`src/rtl/ram_arbiter.sv`:
```
// Two-requester round-robin arbiter in front of a single-port asynchronous RAM.
// Each granted request takes three cycles: IDLE (arbitrate), ACCESS (drive RAM), RESP (ack + data).
module ram_arbiter #(
    parameter int AW = 5,
    parameter int DW = 32
) (
    input  logic          clk,
    input  logic          rst,
    input  logic          req0,
    input  logic          req1,
    input  logic          we0,
    input  logic          we1,
    input  logic [AW-1:0] addr0,
    input  logic [AW-1:0] addr1,
    input  logic [DW-1:0] wdata0,
    input  logic [DW-1:0] wdata1,
    output logic          ack0,
    output logic          ack1,
    output logic [DW-1:0] rdata,
    output logic          busy,
    output logic [AW-1:0] ram_address,
    output logic [DW-1:0] ram_data_in,
    output logic          ram_writeOn,
    input  logic [DW-1:0] ram_data_out
);

    typedef enum logic [1:0] {
        IDLE   = 2'd0,
        ACCESS = 2'd1,
        RESP   = 2'd2
    } state_t;

    state_t        state_q;
    logic          prio_q;
    logic          owner_q;
    logic          ack0_q;
    logic          ack1_q;
    logic          busy_q;
    logic [DW-1:0] rdata_q;
    logic [AW-1:0] ram_address_q;
    logic [DW-1:0] ram_data_in_q;
    logic          ram_writeOn_q;
    logic          grant1_d;

    // Requester 1 wins when it is alone, or when both ask and the pointer favours it.
    assign grant1_d = req1 & (~req0 | prio_q);

    always_ff @(posedge clk) begin
        if (rst) begin
            state_q       <= IDLE;
            prio_q        <= 1'b0;
            owner_q       <= 1'b0;
            ack0_q        <= 1'b0;
            ack1_q        <= 1'b0;
            busy_q        <= 1'b0;
            rdata_q       <= '0;
            ram_address_q <= '0;
            ram_data_in_q <= '0;
            ram_writeOn_q <= 1'b0;
        end else begin
            case (state_q)
                IDLE: begin
                    if (req0 | req1) begin
                        state_q       <= ACCESS;
                        busy_q        <= 1'b1;
                        owner_q       <= grant1_d;
                        ram_address_q <= grant1_d ? addr1 : addr0;
                        ram_data_in_q <= grant1_d ? wdata1 : wdata0;
                        ram_writeOn_q <= grant1_d ? we1 : we0;
                    end
                end
                ACCESS: begin
                    // RAM is asynchronous: its output already reflects this cycle's address.
                    state_q       <= RESP;
                    ram_writeOn_q <= 1'b0;
                    rdata_q       <= ram_data_out;
                    ack0_q        <= ~owner_q;
                    ack1_q        <= owner_q;
                    prio_q        <= ~owner_q;
                end
                RESP: begin
                    state_q <= IDLE;
                    busy_q  <= 1'b0;
                    ack0_q  <= 1'b0;
                    ack1_q  <= 1'b0;
                end
                default: begin
                    state_q <= IDLE;
                end
            endcase
        end
    end

    assign ack0        = ack0_q;
    assign ack1        = ack1_q;
    assign busy        = busy_q;
    assign rdata       = rdata_q;
    assign ram_address = ram_address_q;
    assign ram_data_in = ram_data_in_q;
    assign ram_writeOn = ram_writeOn_q;

endmodule

```
`config.mk`:
```
export PLATFORM = sky130hd
export DESIGN_NAME = ram_arbiter
export DESIGN_NICKNAME = d
export VERILOG_FILES = /design/src/rtl/ram_arbiter.sv
export SDC_FILE = /design/constraint.sdc
export NUM_CORES = 1
export LEC_CHECK = 0
export CAP_MARGIN = 20
export CORE_MARGIN = 2
export CORE_UTILIZATION = 35
export CTS_CLUSTER_SIZE = 25
export DETAILED_ROUTE_END_ITERATION = 6
export PLACE_DENSITY = 0.89
export SYNTH_ARGS = -nofsm -noshare
export SYNTH_HDL_FRONTEND = slang
export SYNTH_SLANG_ARGS = --single-unit
```
`constraint.sdc`:
```
create_clock -name clk -period 1.4 [get_ports clk]
set_input_delay 0.28 -clock clk [delete_from_list [all_inputs] [get_ports clk]]
set_output_delay 0.28 -clock clk [all_outputs]
set_load 0.01 [all_outputs]
```
==> results.cfg, run 1 <==
[outcome]
status = completed

[final_layout]
final_layout_size_suffix_gt1_share_pct = 12.2
final_cell_mix = 109 x clkdlybuf4s50_1, 75 x dfxtp_1, 73 x dlygate4sd2_1
area_delta_synth_final_pct = 72.6
nets = 662
final_common_cell = clkdlybuf4s50_1
diodes = 0
design_area_mm2 = 0.00562
n_fill_cell = 792
instances_no_fill = 662

[floorplan]
fp-row-count = 35
die_y_um = 100
core_area_mm2 = 0.00915
start_util_pct = 35.6
io_pins = 185
die_w_um = 100
fp.dieArea_mm2 = 0.0101

[detailed_routing]
viasPerCell = 5.27
wl_per_cell_um = 16.2
wl_mm = 10.7
dr.pass1.iters = 4
drt_iter0_drc = 136
drc = 0
ant_nets = 0
num_vias = 3491

[cts]
clock_latency_ps = 330
cts_buffer_depth = 2
cts_made_buffers = 9
cts_hold_buffers = 0
cts_tree = done
ctsHtreeMaxLevel = 3
clock_sinks = 77
clk_pin_slew_worst_paths_ps = 80
root_buffer = clkbuf_8

[worst_setup_path]
cp_slowest_stage_delay_ps = 540
crit_family = buffers and inverters
slowest_stage = clkdlybuf4s50_1
cp-startpoint = req0
path_class = input port to register
worstPathMaxFanout = 27
critPathRequiredTime_ps = 1650
endpoint_kind = register
critPathBufInv = 2
cp-start-kind = input port
r2r_start = state_q[0]
worstPathArrival_ps = 1600
cp_cell_sequence = clkdlybuf4s50_1, and2b_2, buf_12, o21ai_0, a311oi_2

[synth]
ys_ff_latch = 77
syn_area_mm2 = 0.00326
yosys_warnings = 0
synth.distinct_cells = 25
syn_area_per_cell_um2 = 8.92
syn_inst = 365
syn_nets = 481
seq_area_frac_synth_pct = 47.3

[sta]
drv_slew = 0
fin_crit_ps = 1350
fin_worst_skew_ps = 7.91
fin_crit_sh_pct = 96.5
hold_slack_ps = 457
clock.fmax_mhz = 740
finalHoldViolations = 0
rsz0062_at_grt = yes
tightest_slew_ps = 375
max_slew_margin_pct = 75.0
finalSetupTns_ps = 0
finalSetupViolCount = 0

[power]
ir_drop_v = 0.000606
p_per_area_mw_per_mm2 = 1150
finalPower_w = 0.00647
leakage_nw = 2.37

[placed_design]
placedInstanceArea_mm2 = 0.00528
dp.cells = 643
dpl.hpwl_mm = 7.34
numPortBuffers = 184
place.gp.congestion = 0.757

[global_route]
grt_pass1_wl_mm = 16.9
grt_start_max_net_pins = 78
grt_pass1_vias = 3642
grt-ovfl-total = 0
grt_usage_pct = 20.8
antenna_found_initial = 0

[worst_hold_path]
worstHoldPathType = input port to register
min-delay-start = rst

[job]
cap_viol_max_count = 0
==> worst paths after layout <==
check / endpoint / slack, ps / cells past startpoint
worst max register to register: ram_data_in[21] / 60 / 6
worst max-delay path: ram_data_in[11] / 50 / 5
worst min register to register: busy / 490 / 2
worst min-delay path: rdata[1] / 460 / 3
==> cell families (layout without fill, tap and decap cells) <==
family | after synthesis | in the layout | synth area share [%]
compound gates | 84 | 84 | 17.6
mux | 35 | 35 | 10.8
flops | 77 | 77 | 47.3
simple gates | 122 | 122 | 16.4
buf+inv | 43 | 229 | 6.30
fa+ha+maj | 4 | 4 | 1.54
==> state kept, by name, summed over array words and instances, names as in the netlist <==
register     cells
rdata           32
state_q          2
busy             1
ram_address      5
ram_writeOn      1
ram_data_in     32
ack1             1
prio_q           1
ack0             1
owner_q          1
==> cell usage after synthesis, drive strengths merged <==
| cell type | n | share of area, % |
|---|---|---|
| clkbuf | 15 | 1.7 |
| nand3 | 39 | 6.0 |
| mux2i | 35 | 11 |
| nand2b | 2 | 0.38 |
| nand2 | 1 | 0.12 |
| ha | 4 | 1.5 |
| nor2b | 3 | 0.58 |
| a32oi | 1 | 0.27 |
| dfxtp | 77 | 47 |
| buf | 23 | 4.0 |
| a221oi | 1 | 0.27 |
| or2 | 1 | 0.19 |
| nor2 | 74 | 8.5 |
| a21oi | 2 | 0.31 |
| a31oi | 1 | 0.19 |
| nor3b | 1 | 0.38 |
| o21a | 1 | 0.23 |
| a311oi | 38 | 10 |
| inv | 5 | 0.58 |
| and2b | 1 | 0.23 |
| o21ai | 40 | 6.1 |
==> through the flow <==
step | util (%) | setup slack (ps)
floorplan | - | 24.5
global placement | 57.7 | -298
detailed placement | 57.7 | -317
CTS | 60.5 | 8.62
global route | 61.4 | -32.1
finish | 61.4 | 48.7
==> power by group <==
group | internal, W | switching [W]
Sequential | 0.00247 | 0.000143
Clock | 0.000922 | 0.000848
Combinational | 0.00111 | 0.000978
Total | 0.00450 | 0.00197
==> metal layers <==
metal	wire (um)	global-route usage (%)	vias to the layer above
li1	-	-	1668
met1	4360	24.0	1636
met2	5230	36.4	160
met3	835	5.22	27
met4	296	9.27	0
met5	0	0	-
==> layout make-up <==
cell class              instances  area [um2]  share of cell area [%]
clock buffers                  11         151                    2.69
clock inverters                 5        58.8                    1.05
inverters                       5        18.8                   0.334
multi-input cells             245        1630                    29.0
flip-flops and latches         77        1540                    27.5
well taps                     111         139                    2.47
repair buffers                208        2080                    37.0
==> worst min-delay path: stages <==
cell	delay, ps
buf_2	110
buf_12	210
nor2_1	130
==> what timing repair did <==
action	4_1_cts	5_1_grt
pin swaps	0	9
setup endpoints to repair	111	40
buffers inserted	0	0
cloned	2	1
gates resized for setup	86	18
Power figures use the tool's default switching activity.
==> run 2: changes to the inputs <==
--- a/config.mk
+++ b/config.mk
@@ -10,7 +10,7 @@
 export CORE_UTILIZATION = 35
 export CTS_CLUSTER_SIZE = 25
 export DETAILED_ROUTE_END_ITERATION = 6
-export PLACE_DENSITY = 0.89
+export PLACE_DENSITY = 0.77
 export SYNTH_ARGS = -nofsm -noshare
 export SYNTH_HDL_FRONTEND = slang
 export SYNTH_SLANG_ARGS = --single-unit
==> constraint.sdc (replaced) <==
create_clock -name clk -period 1.4 [get_ports clk]
set_input_delay 0.28 -clock clk [delete_from_list [all_inputs] [get_ports clk]]
set_output_delay 0.28 -clock clk [all_outputs]
set_load 0.02 [all_outputs]
==> run 2 against run 1 <==
Against the previous run:
- via count decreased by 0.29%
- register-to-register slack about the same
- sequential power about the same
- power decreased by 0.86%
- die area unchanged
- first-iteration DRC count decreased by 8.8%
- worst setup slack improved by 8.6 ps
- clock-buffer cell count unchanged
- maximum frequency increased by 0.64%
- critical path type is now register to output port
- highest routed layer unchanged
- worst hold slack got worse by 20 ps
==> results.cfg, run 2 (same netlist as run 1, synthesis figures left out) <==
[cts]
ctsHtreeMaxLevel = 3
cts_made_buffers = 9
clock_sinks = 77
root_buffer = clkbuf_8
clock_latency_ps = 350
cts_tree = done
cts_buffer_depth = 2
clk_pin_slew_worst_paths_ps = 90

[sta]
tightest_slew_ps = 363
fin_crit_ps = 1340
finalSetupTns_ps = 0
fin_crit_sh_pct = 95.9
rsz0062_at_grt = yes
finalSetupViolCount = 0
drv_slew = 0
fin_worst_skew_ps = 11.0
max_slew_margin_pct = 75.8
finalHoldViolations = 0
setup_slack_ps = 57.3
clock.fmax_mhz = 745

[worst_setup_path]
cp_cell_sequence = dlygate4sd2_1
path_class = register to output port
slowest_stage = dlygate4sd2_1
endpoint_kind = output port
r2r_slack_ps = 60
worstPathMaxFanout = 2
crit_family = buffers and inverters
critPathRequiredTime_ps = 1120
critPathBufInv = 1
cp_slowest_stage_delay_ps = 360
rr_worst_depth = 6
r2r_start = state_q[1]
worstPathArrival_ps = 1060
cp-start-kind = register
r2r-end = ram_data_in[27]

[detailed_routing]
wl_mm = 10.7
num_vias = 3481
dr.pass1.iters = 5
drt_iter0_drc = 124
drc = 0
ant_nets = 0
viasPerCell = 5.26
wl_per_cell_um = 16.2

[power]
power_switching_w = 0.00215
power.internal_w = 0.00426
p_comb_share_pct = 34.9
sw_frac_of_total_pct = 33.5
p_seq_share_pct = 40.7
ir_drop_v = 0.000571
leakage_nw = 2.35
p_per_area_mw_per_mm2 = 1160
clock_power_share_pct = 24.4

[global_route]
grt_start_max_net_pins = 78
antenna_found_initial = 0
grt_usage_pct = 20.1
grt-ovfl-total = 0
grt_pass1_vias = 3344
grt_pass1_wl_mm = 16.2

[placed_design]
numPortBuffers = 184
pre_cts_slack_ps = -343
dpl.hpwl_mm = 7.20
place.gp.congestion = 0.729

[floorplan]
core_area_mm2 = 0.00915
fp.dieArea_mm2 = 0.0101
start_util_pct = 35.6
fp-row-count = 35
die_y_um = 100
io_pins = 185
die_w_um = 100

[final_layout]
diodes = 0
nets = 662
final_common_cell = clkdlybuf4s50_1
final_cell_mix = 109 x clkdlybuf4s50_1, 75 x dfxtp_1, 70 x dlygate4sd2_1
final_layout_size_suffix_gt1_share_pct = 10.9
n_fill_cell = 791
area_delta_synth_final_pct = 70.5

[outcome]
status = completed

[job]
cap_viol_max_count = 0

[worst_hold_path]
holdPathEnd = rdata[31]
worstHoldPathType = input port to register
min-delay-start = rst
min_path_cells = 3
==> run 2: changes by cell type in the layout (fill, tap and decap cells not counted), moves of 3 or more <==
cell / delta
dlygate4sd2_1: -3
clkdlybuf4s15_1: +3
a311oi_1: +9
a311oi_2: -9
nor2_2: +4
nor2_1: -4
==> run 2: power groups by stage <==
stage	clock, W	combinational (W)	sequential [W]
floorplan	0	0.000833	0.00297
global placement	0	0.00222	0.00265
detailed placement	0	0.00226	0.00266
CTS	0.00162	0.00212	0.00261
global route	0.00172	0.00242	0.00265
finish	0.00156	0.00224	0.00261
==> run 2: metrics by stage <==
step,utilization [%],instance area (um2),hold WS [ps],total power (W),cells
after global routing,60.6,5550,424,0.00679,662
after floorplan,-,3260,427,0.00380,365
final,60.6,5550,438,0.00642,662
after global placement,58.0,5310,455,0.00487,643
after CTS,59.2,5420,412,0.00634,659
after detailed placement,58.0,5310,472,0.00493,643
==> run 2: routing by layer <==
layer	share of wire, %	track usage (%)
met3	9.4	8.77
met1	43	24.3
met5	0	0
met4	1.2	6.64
met2	47	32.1
==> run 2: what timing repair did <==
item,4_1_cts,5_1_grt
pin swaps,1,10
setup endpoints to repair,111,60
cloned,0,3
buffers inserted,0,0
hold buffers,0,0
resized for setup,79,19
==> run 2: how the worst max path moves through the flow <==
stage                     from               to  cells past startpoint
6_report       ram_data_in[29]  ram_data_in[29]                      1
5_1_grt             state_q[1]  ram_data_in[27]                      6
4_1_cts                   req1  ram_data_in[15]                      4
3_5_place_dp              req1   ram_data_in[2]                      5
3_3_place_gp              req1       state_q[0]                      6
2_1_floorplan       state_q[0]   ram_address[0]                      7
==> run 2: cell type report <==
class,instances,area (um2),share of cell area [%]
clock inverter,5,35.0,0.631
clock buffer,11,141,2.55
tap,111,139,2.50
sequential,77,1540,27.8
multi-input combinational,245,1570,28.3
inverter,5,18.8,0.338
timing repair buffer,208,2100,37.8
==> run 3: changes to the inputs <==
--- a/config.mk
+++ b/config.mk
@@ -5,12 +5,14 @@
 export SDC_FILE = /design/constraint.sdc
 export NUM_CORES = 1
 export LEC_CHECK = 0
+export ABC_AREA = 1
 export CAP_MARGIN = 20
 export CORE_MARGIN = 2
 export CORE_UTILIZATION = 35
 export CTS_CLUSTER_SIZE = 25
 export DETAILED_ROUTE_END_ITERATION = 6
-export PLACE_DENSITY = 0.77
+export HOLD_SLACK_MARGIN = 0.08
+export PLACE_DENSITY = 0.76
 export SYNTH_ARGS = -nofsm -noshare
 export SYNTH_HDL_FRONTEND = slang
 export SYNTH_SLANG_ARGS = --single-unit
==> run 3 against run 2 <==
Against the previous run:
- synthesized area is 4.3% higher
- critical path type unchanged
- highest routed layer unchanged
- critical endpoint is now ram_address[0]
- flip-flop and latch count stayed put
- clock skew is 2.8 ps lower
- die area up 4.2%
- sequential power up 2%
- largest cell class unchanged
- combinational power rose by 11%
- clock-buffer cell count decreased by 1
- worst hold slack better by 51 ps
==> results.cfg, run 3 <==
[final_layout]
final_common_cell = nor2_1
final_layout_size_suffix_gt1_share_pct = 7.81
area_delta_synth_final_pct = 70.2
nets = 815
final_cell_mix = 143 x nor2_1, 111 x clkdlybuf4s50_1, 84 x nand2_1
instances_no_fill = 833
diodes = 0
n_fill_cell = 862
design_area_mm2 = 0.00578

[synth]
ys_ff_latch = 77
yosys_warnings = 0
synth_flop_cell = dfxtp_1
seq_area_frac_synth_pct = 45.4
syn_inst = 513
synth_top_area_share_pct = 45.4
synth_top_cells_by_count = 146 x nor2_1, 84 x nand2_1, 77 x dfxtp_1, 76 x nand3_1, 44 x inv_1
synth.distinct_cells = 16
async_reset_ff_share_pct = 0
yosysMostFrequentCell = nor2_1
yosysTopAreaCell = dfxtp_1
yosys-top-cells-area = dfxtp_1 45%, nor2_1 16%, nand3_1 11%
syn_area_per_cell_um2 = 6.62
synth_edf_count = 0
syn_nets = 629
syn_area_mm2 = 0.00340

[placed_design]
placedInstanceArea_mm2 = 0.00546
dp.cells = 809
dpl.hpwl_mm = 7.53
pre_cts_slack_ps = -265
numPortBuffers = 184
place.gp.congestion = 0.762

[sta]
fin_crit_sh_pct = 97.3
finalSetupViolCount = 0
fin_crit_ps = 1360
max_slew_margin_pct = 77.9
tightest_slew_ps = 332
clock.fmax_mhz = 734
finalHoldViolations = 0
fin_worst_skew_ps = 8.18
setup_slack_ps = 37.5
rsz0062_at_grt = yes
drv_slew = 0
hold_slack_ps = 489

[detailed_routing]
viasPerCell = 4.65
drc = 0
num_vias = 3874
drt_iter0_drc = 148
dr.pass1.iters = 5
wl_per_cell_um = 13.0
ant_nets = 0
wl_mm = 10.8

[power]
leakage_nw = 2.96
p_per_area_mw_per_mm2 = 1170
ir_drop_v = 0.000560

[floorplan]
fp.dieArea_mm2 = 0.0105
io_pins = 185
start_util_pct = 36.4
fp-row-count = 35
die_y_um = 103
core_area_mm2 = 0.00933
die_w_um = 103

[worst_setup_path]
cp-start-kind = register
slowest_stage = dfxtp_1
cp_slowest_stage_delay_ps = 380
endpoint_kind = output port
r2r_start = state_q[0]
cp_cell_sequence = dlygate4sd2_1
worstPathArrival_ps = 1080
crit_family = flip-flops
r2r_slack_ps = 40
worstPathMaxFanout = 2
cp-startpoint = ram_address[0]
path_class = register to output port
critPathRequiredTime_ps = 1120
critPathBufInv = 1

[outcome]
status = completed

[global_route]
grt_usage_pct = 19.5
antenna_found_initial = 0
grt_start_max_net_pins = 38
grt-ovfl-total = 0
grt_pass1_wl_mm = 16.3
grt_pass1_vias = 3618

[cts]
root_buffer = clkbuf_8
cts_tree = done
clock_latency_ps = 330
clock_sinks = 77
cts_made_buffers = 9
cts_buffer_depth = 2
cts_hold_buffers = 0
clk_pin_slew_worst_paths_ps = 80
ctsHtreeMaxLevel = 3

[job]
cap_viol_max_count = 0

[worst_hold_path]
min-delay-start = rdata[4]
worstHoldPathType = register to register
[run 3: changes by cell type after synthesis, sizes merged, moves of 3 or more]
cell | before | now
nor2 | 74 | 147
buf | 23 | 20
a311oi | 38 | 0
nand2 | 1 | 84
inv | 5 | 47
nand3 | 39 | 76
nor2b | 3 | 0
mux2i | 35 | 0
[run 3: per-layer routing]
| metal | vias to the layer above | wire length, um | share of wire (%) | global-route usage [%] |
|---|---|---|---|---|
| li1 | 1971 | - | - | - |
| met1 | 1767 | 4480 | 41 | 22.7 |
| met2 | 122 | 5470 | 51 | 35.3 |
| met3 | 14 | 706 | 6.5 | 4.34 |
| met4 | 0 | 168 | 1.6 | 6.67 |
| met5 | - | 0 | 0 | 0 |
[run 3: worst paths after layout]
path                endpoint  cells after the start
max reg2reg  ram_data_in[29]                      9
max           ram_address[0]                      1
min reg2reg         rdata[4]                      2
min                 rdata[4]                      2
[run 3: report_power, final]
group | internal (W) | leakage (nW) | switching [W]
clock network | 0.000821 | 0.0923 | 0.000790
logic | 0.00115 | 2.23 | 0.00133
registers | 0.00251 | 0.638 | 0.000152
[run 3: logic make-up (layout without fill, tap and decap cells)]
group,after synthesis,after routing,share of synthesized area (%)
compound gates,43,43,6.48
flops,77,77,45.4
buf+inv,82,273,9.87
fa+ha+maj,4,4,1.47
simple gates,307,307,36.8
[run 3: per-stage QoR]
stage | setup TNS, ps | power [W] | utilization, %
floorplan | 0 | 0.00395 | -
global placement | -7280 | 0.00510 | 58.5
global route | -1090 | 0.00718 | 62.0
CTS | 0 | 0.00668 | 60.3
finish | 0 | 0.00675 | 62.0
detailed placement | -8200 | 0.00516 | 58.5
[run 3: cell type report]
cell class	instances	area, um2	share of cell area, %
clock inverters	6	63.8	1.10
multi-input cells	354	1560	27.0
repair buffers	210	2140	37.0
clock buffers	10	128	2.21
well taps	129	161	2.79
inverters	47	184	3.18
flip-flops and latches	77	1540	26.7
[run 3: repair_timing]
action / 4_1_cts / 5_1_grt
gates resized for setup: 79 / 14
pin swaps: 2 / 6
setup buffers: 1 / 2
endpoints found under the setup margin: 114 / 55
cloned: 1 / 4
